==> src/rtl/rgb_cmd_ctrl.sv <==
// Command controller: parses framed ASCII set/query commands from the UART receiver,
// updates the RGB PWM duty registers and sequences one-byte replies to the transmitter.
module rgb_cmd_ctrl #(
    parameter logic [6:0]  RESET_G        = 7'h3E,
    parameter logic [6:0]  RESET_R        = 7'h1E,
    parameter logic [6:0]  RESET_B        = 7'h7E,
    parameter int unsigned TIMEOUT_CYCLES = 2400000
) (
    input  logic       clock,
    input  logic       reset,
    input  logic [7:0] rx_byte,
    input  logic       rx_ready,
    output logic [7:0] tx_byte,
    output logic       tx_send,
    input  logic       tx_busy,
    output logic [6:0] ch_green,
    output logic [6:0] ch_red,
    output logic [6:0] ch_blue,
    output logic [1:0] sel_color,
    output logic       err
);

    localparam int unsigned    CNT_W    = $clog2(TIMEOUT_CYCLES + 1);
    localparam logic [CNT_W-1:0] CNT_LAST = CNT_W'(TIMEOUT_CYCLES - 1);
    localparam logic [7:0]     CHR_E    = 8'h45;
    localparam logic [7:0]     CHR_K    = 8'h4B;

    typedef enum logic [2:0] {
        IDLE,
        HEX_HI,
        HEX_LO,
        SEND,
        DRAIN
    } state_t;

    state_t           state, state_d;
    logic             rx_q;
    logic [CNT_W-1:0] cnt, cnt_d;
    logic [3:0]       hi, hi_d;
    logic [7:0]       tx_byte_d;
    logic             tx_send_d, err_d;
    logic [6:0]       ch_green_d, ch_red_d, ch_blue_d;
    logic [1:0]       sel_d;
    logic             consume;
    logic [4:0]       digit;
    logic [7:0]       value;
    logic [6:0]       cur_ch;
    logic             reply_err;

    // Returns {valid, nibble} for an ASCII hex digit
    function automatic logic [4:0] hex_decode(input logic [7:0] c);
        if (c >= 8'h30 && c <= 8'h39)      return {1'b1, 4'(c - 8'h30)};
        else if (c >= 8'h61 && c <= 8'h66) return {1'b1, 4'(c - 8'h57)};
        else if (c >= 8'h41 && c <= 8'h46) return {1'b1, 4'(c - 8'h37)};
        else                               return 5'b0;
    endfunction

    assign consume = rx_ready & ~rx_q;
    assign digit   = hex_decode(rx_byte);
    assign value   = {hi, digit[3:0]};

    always_comb begin
        case (sel_color)
            2'd1:    cur_ch = ch_red;
            2'd2:    cur_ch = ch_blue;
            default: cur_ch = ch_green;
        endcase
    end

    // Next-state and registered-output logic
    always_comb begin
        state_d    = state;
        cnt_d      = cnt;
        hi_d       = hi;
        tx_byte_d  = tx_byte;
        tx_send_d  = tx_send;
        err_d      = 1'b0;
        ch_green_d = ch_green;
        ch_red_d   = ch_red;
        ch_blue_d  = ch_blue;
        sel_d      = sel_color;
        reply_err  = 1'b0;

        case (state)
            IDLE: begin
                if (consume) begin
                    case (rx_byte)
                        8'h67: begin sel_d = 2'd0; cnt_d = '0; state_d = HEX_HI; end
                        8'h72: begin sel_d = 2'd1; cnt_d = '0; state_d = HEX_HI; end
                        8'h62: begin sel_d = 2'd2; cnt_d = '0; state_d = HEX_HI; end
                        8'h3F: begin
                            tx_byte_d = {1'b1, cur_ch};
                            tx_send_d = 1'b1;
                            state_d   = SEND;
                        end
                        8'h0D, 8'h0A: ;
                        default: reply_err = 1'b1;
                    endcase
                end
            end
            HEX_HI, HEX_LO: begin
                if (consume) begin
                    cnt_d = '0;
                    if (!digit[4]) begin
                        reply_err = 1'b1;
                    end else if (state == HEX_HI) begin
                        hi_d    = digit[3:0];
                        state_d = HEX_LO;
                    end else if (value[7]) begin
                        reply_err = 1'b1;
                    end else begin
                        case (sel_color)
                            2'd1:    ch_red_d   = value[6:0];
                            2'd2:    ch_blue_d  = value[6:0];
                            default: ch_green_d = value[6:0];
                        endcase
                        tx_byte_d = CHR_K;
                        tx_send_d = 1'b1;
                        state_d   = SEND;
                    end
                end else if (cnt == CNT_LAST) begin
                    cnt_d   = '0;
                    err_d   = 1'b1;
                    state_d = IDLE;
                end else begin
                    cnt_d = cnt + CNT_W'(1);
                end
            end
            SEND: begin
                if (tx_busy) begin
                    tx_send_d = 1'b0;
                    state_d   = DRAIN;
                end
                if (consume) err_d = 1'b1;
            end
            DRAIN: begin
                if (!tx_busy) state_d = IDLE;
                if (consume) err_d = 1'b1;
            end
            default: state_d = IDLE;
        endcase

        if (reply_err) begin
            tx_byte_d = CHR_E;
            tx_send_d = 1'b1;
            err_d     = 1'b1;
            state_d   = SEND;
        end
    end

    always_ff @(posedge clock) begin
        if (reset) begin
            state     <= IDLE;
            rx_q      <= 1'b0;
            cnt       <= '0;
            hi        <= 4'h0;
            tx_byte   <= 8'h00;
            tx_send   <= 1'b0;
            err       <= 1'b0;
            ch_green  <= RESET_G;
            ch_red    <= RESET_R;
            ch_blue   <= RESET_B;
            sel_color <= 2'd0;
        end else begin
            state     <= state_d;
            rx_q      <= rx_ready;
            cnt       <= cnt_d;
            hi        <= hi_d;
            tx_byte   <= tx_byte_d;
            tx_send   <= tx_send_d;
            err       <= err_d;
            ch_green  <= ch_green_d;
            ch_red    <= ch_red_d;
            ch_blue   <= ch_blue_d;
            sel_color <= sel_d;
        end
    end

endmodule

==> config.mk <==
export PLATFORM = sky130hd
export DESIGN_NAME = rgb_cmd_ctrl
export DESIGN_NICKNAME = d
export VERILOG_FILES = /design/src/rtl/rgb_cmd_ctrl.sv
export SDC_FILE = /design/constraint.sdc
export NUM_CORES = 1
export LEC_CHECK = 0
export BUFFER_PORTS_ARGS = -buffer_cell sky130_fd_sc_hd__buf_4
export CORE_MARGIN = 4
export CORE_UTILIZATION = 40
export DETAILED_ROUTE_END_ITERATION = 16
export PLACE_DENSITY = 0.7
export SYNTH_ARGS = -nofsm -noshare
export SYNTH_HDL_FRONTEND = slang
export SYNTH_SLANG_ARGS = --single-unit
export TNS_END_PERCENT = 100
==> constraint.sdc <==
create_clock -name clock -period 3.1 [get_ports clock]
set_input_delay 0.62 -clock clock [delete_from_list [all_inputs] [get_ports clock]]
set_output_delay 0.62 -clock clock [all_outputs]
set_load 0.005 [all_outputs]
Word-level counts from Yosys, hierarchy flattened --
Index checks and enable logic that the tools add are counted.
Word-level totals: bits in registers 63, latch bits 0, memory bits (writable) 0, memory bits (read-only) 0, input port bits 12, output and inout bits 33, logic and storage cells 141, memories 0
Cells by class: $add $sub $neg 4, multiply operators 0, divide/modulo/power cells 0, $lt $le $gt $ge 6, eq/ne operators 38, shifts and indexed selects 0, mux-type cells 50, bitwise logic cells 5, reductions and logical operators 25
Operator list (count):
- 22-bit two-way mux | 4
- 8-bit two-way mux | 6
- 22-bit case mux with 2 select lines | 1
- 7-bit AND reduction | 4
- 3-bit != test (second input constant) | 9
- 8-bit by 7-bit == test with 1-bit output (second input constant) | 3
- 3-bit two-way mux | 8
- 22-bit by 1-bit adder with 22-bit output (second input constant) | 1
- 22-bit == test (second input constant) | 1
- 1-bit two-way mux | 18
- 6-bit AND reduction | 3
- 8-bit by 4-bit == test with 1-bit output (second input constant) | 2
- 8-bit by 7-bit >= comparator with 1-bit output (second input constant) | 2
- 8-bit by 7-bit less-or-equal comparator with 1-bit output (second input constant) | 2
- 2-bit != test (second input constant) | 8
- 8-bit case mux with 2 select lines | 1
- 5-bit two-way mux | 3
- 7-bit case mux with 2 select lines | 1
- 4-bit != test (second input constant) | 3
- 3-bit case mux with 4 select lines | 1
- 8-bit by 6-bit == test with 1-bit output (second input constant) | 1
- 8-bit by 6-bit >= comparator with 1-bit output (second input constant) | 1
- 8-bit by 6-bit less-or-equal comparator with 1-bit output (second input constant) | 1
- 8-bit AND reduction | 1
- other kinds (29) | 43

Logic depth before layout (Yosys ltp) --
depth in word-level cells 10, depth in mapped cells 10

Worst setup path before layout --
Ideal clock, no wire load.
path kind input-to-reg, start input rx_byte[3], end register ch_green[1], library setup time 0.120 ns, arrival time 2.659 ns, setup slack 0.321 ns, stages on the path 7, path buffers 2, cell sequence or3b_1 or4_1 buf_2 a2111oi_4 nand2_1 buf_2 a211o_1
On the way: cells in the longest elaborated chain, start to end 6, elaborated cells on any way between the ends 13, those cells by class order compare (6); mux (3); reduce/logical (4)
RTL lines:
- start, declared | line 11 | input logic [7:0] rx_byte,
- 8-bit by 7-bit >= comparator with 1-bit output or 8-bit by 7-bit less-or-equal comparator with 1-bit output (tied branches) | line 54 | else if (c >= 8'h41 && c <= 8'h46) return {1'b1, 4'(c - 8'h37)};
- 1-bit logical AND | line 54
- 5-bit two-way mux | line 54
- 5-bit two-way mux | line 53 | else if (c >= 8'h61 && c <= 8'h66) return {1'b1, 4'(c - 8'h57)};
- 5-bit two-way mux (*) | line 52 | if (c >= 8'h30 && c <= 8'h39) return {1'b1, 4'(c - 8'h30)};
- 6-bit AND reduction (no source line)
- end signal, assigned | line 172 | ch_green <= ch_green_d;
- end, declared | line 16 | output logic [6:0] ch_green,
Mark *: on every way between the ends. The rest lies on a longest branch, timed or not. A chain may end at the register's enable or synchronous reset.

Worst setup path after layout --
start input rx_byte[3], end register ch_red[4]
On the way: cells in the longest elaborated chain, start to end 6, elaborated cells on any way between the ends 13, those cells by class order compare (6); mux (3); reduce/logical (4)
RTL lines:
- 8-bit by 7-bit >= comparator with 1-bit output or 8-bit by 7-bit less-or-equal comparator with 1-bit output (tied branches) | line 54
- 1-bit logical AND | line 54
- 5-bit two-way mux | line 54
- 5-bit two-way mux | line 53
- 5-bit two-way mux (*) | line 52
- 6-bit AND reduction (no source line) (*)
- end signal, assigned | line 173 | ch_red <= ch_red_d;
- end, declared | line 17 | output logic [6:0] ch_red,
Marked as above.

==> out/metrics.cfg <==
[floorplan]
start_util = 0.420
design.core.area_um2 = 7890
dieArea_um2 = 9800
core.rowCount = 32
die_x_um = 99.0
ios = 45
die_h_um = 99.0

[power]
powerDensity_nw_per_um2 = 487
p_leak_uw = 0.00147
vdd_ir_drop_max_v = 0.000316

[worst_setup_path]
cp-end-kind = register
max_stage_delay_ps = 630
start_kind = primary input
cp-startpoint = rx_byte[3]
path_cells = buf_4, or3b_1, or4_1, a2111oi_4, buf_4, nand2_2, a211o_1
cpMaxStageDelayCell = or4_1
reg2reg_from = state[2]$_SDFFE_PP0P_
critical_path.max_fanout = 13
worst_ep_arrival_time_ps = 2950
required_ps = 3350
cp_common_cell = buf_4
crit_type = primary input to register

[cts]
cts_tree = yes
path_clk_slew_ps = 80
clk_latency_ps = 350
post_cts_resized = 0
cts_setup_buffers = 0
htreeDepth = 3
clockBufferDepth = 2
cts_buffers = 9
cts_root_buf = clkbuf_8
clock-sinks = 63
ctsHoldBuffers = 0

[sta]
finalSetupTns_ps = 0
hold_viol = 0
drv_slew = 0
setup_ws_ps = 399
rsz0062_at_grt = false
finalSetupViolations = 0
tightestPinTransition_ps = 640
slew_headroom = 0.571
fmax_mhz = 370
min_period_ps = 2700
fin_crit_sh = 0.871
skew_ps = 9.54

[logic_synthesis]
async_flop_share = 0
ys.flop_type = dfxtp_1
syn_nets = 412
ys_seq_area_frac = 0.381
synthesis.area_um2 = 3310
synth_edf_count = 0
ys_seq_elements = 63
avgSynthCellArea_um2 = 8.45
synth_cell_type_count = 60
synth_warnings = 0
synthCells = 392

[route]
drc_errors = 0
vias_per_cell = 5.68
ant_nets = 0
dr.pass1.iters = 5
wl_per_cell_um = 15.1
vias = 3083
drtIter0Drc = 167
wl_um = 8210

[global_route]
grt_pass1_vias = 2892
grt-ovfl-total = 0
track_usage = 0.171
grt_start_max_net_pins = 38
grt_first_pass_wirelength_um = 13800
antenna_found_initial = 0

[final_layout]
layoutNonFillerInstCount = 543
fin_nets = 456
drive_gt1_frac = 0.195
n_antenna_cell = 0
layout_commonest_cell = nor2_1
synthToLayoutAreaGrowth_pct = 20.9
final_cell_mix = nor2_1 (69), dfxtp_1 (63), buf_4 (55)
fillers = 742

[placed_design]
place_ws_ps = 37.4
hpwlAfterDp_um = 6040
place_congestion = 0.900
dp_cells = 527
portBuffers = 44

[min_path]
holdCritPathClass = register to register
min_from = cnt[1]$_SDFFE_PP0P_

[status]
status = finished, final reports clean

[job]
drv_cap = 0

-- cell type report --
class,count,area (um2),share of cell area
clock buffers,9,124,0.0309
clock inverters,7,103,0.0256
inverters,8,30.0,0.00750
multi-input cells,298,1920,0.481
flip-flops and latches,63,1260,0.315
well taps,102,128,0.0319
repair buffers,56,433,0.108
-- layer usage --
metal	GRT usage	vias to the layer above	wire, um
met4	0.0347	0	59
li1	-	1524	-
met2	0.296	91	4120
met5	0	-	0
met1	0.211	1459	3580
met3	0.0495	9	454
-- critical path, delay by kind of cell --
| kind | cells | cell delay [ps] |
|---|---|---|
| simple gates | 3 | 1190 |
| compound gates | 2 | 760 |
| buf+inv | 2 | 380 |
-- sequential cells by signal (all words and copies together) (netlist names), 2 cells and up --
name       flops
state          3
sel_color      2
cnt           22
hi             4
tx_byte        8
ch_green       7
ch_blue        7
ch_red         7
-- power breakdown --
group	switching [uW]	internal [uW]
Combinational	160	112
Clock	360	464
Sequential	22.7	832
Total	543	1410
-- cell usage after synthesis, drive strengths merged (9+ instances only) --
cell type  instances  area (um2)
a211o             15         131
a211oi            12        90.1
a21oi             20         100
a22oi             10        75.1
and3              12        75.1
clkbuf            18        67.6
dfxtp             63        1260
nand2             22        87.6
nand3             13        65.1
nor2              69         259
nor3               9        50.1
o21ai              9        45.0
xnor2             10        87.6
xor2              12         105
-- kinds of logic after synthesis --
group                    share of synthesized area
adder cells (fa/ha/maj)                     0.0302
AO/OA/AOI/OAI                                0.212
buffers and inverters                       0.0378
AND/OR/NAND/NOR                              0.275
flip-flops                                   0.381
multiplexers                               0.00605
XOR/XNOR                                    0.0582
-- path summary, 6_finish.rpt --
check / endpoint / slack (ps) / depth (start not counted)
max: ch_red[4]$_SDFFE_PP1P_ / 400 / 7
min reg2reg: cnt[1]$_SDFFE_PP0P_ / 480 / 2
min: cnt[1]$_SDFFE_PP0P_ / 480 / 2
max reg2reg: cnt[21]$_SDFFE_PP0P_ / 690 / 6
-- through the flow --
| step | instance area, um2 | utilization | total power, uW | hold slack (ps) |
|---|---|---|---|---|
| CTS | 4000 | 0.507 | 1970 | 480 |
| global route | 4000 | 0.507 | 2040 | 507 |
| floorplan | 3310 | - | 1040 | 444 |
| finish | 4000 | 0.507 | 1950 | 483 |
| global placement | 3780 | 0.479 | 1140 | 457 |
| detailed placement | 3780 | 0.479 | 1140 | 470 |
Note: power is estimated with default switching activity, not from simulation.
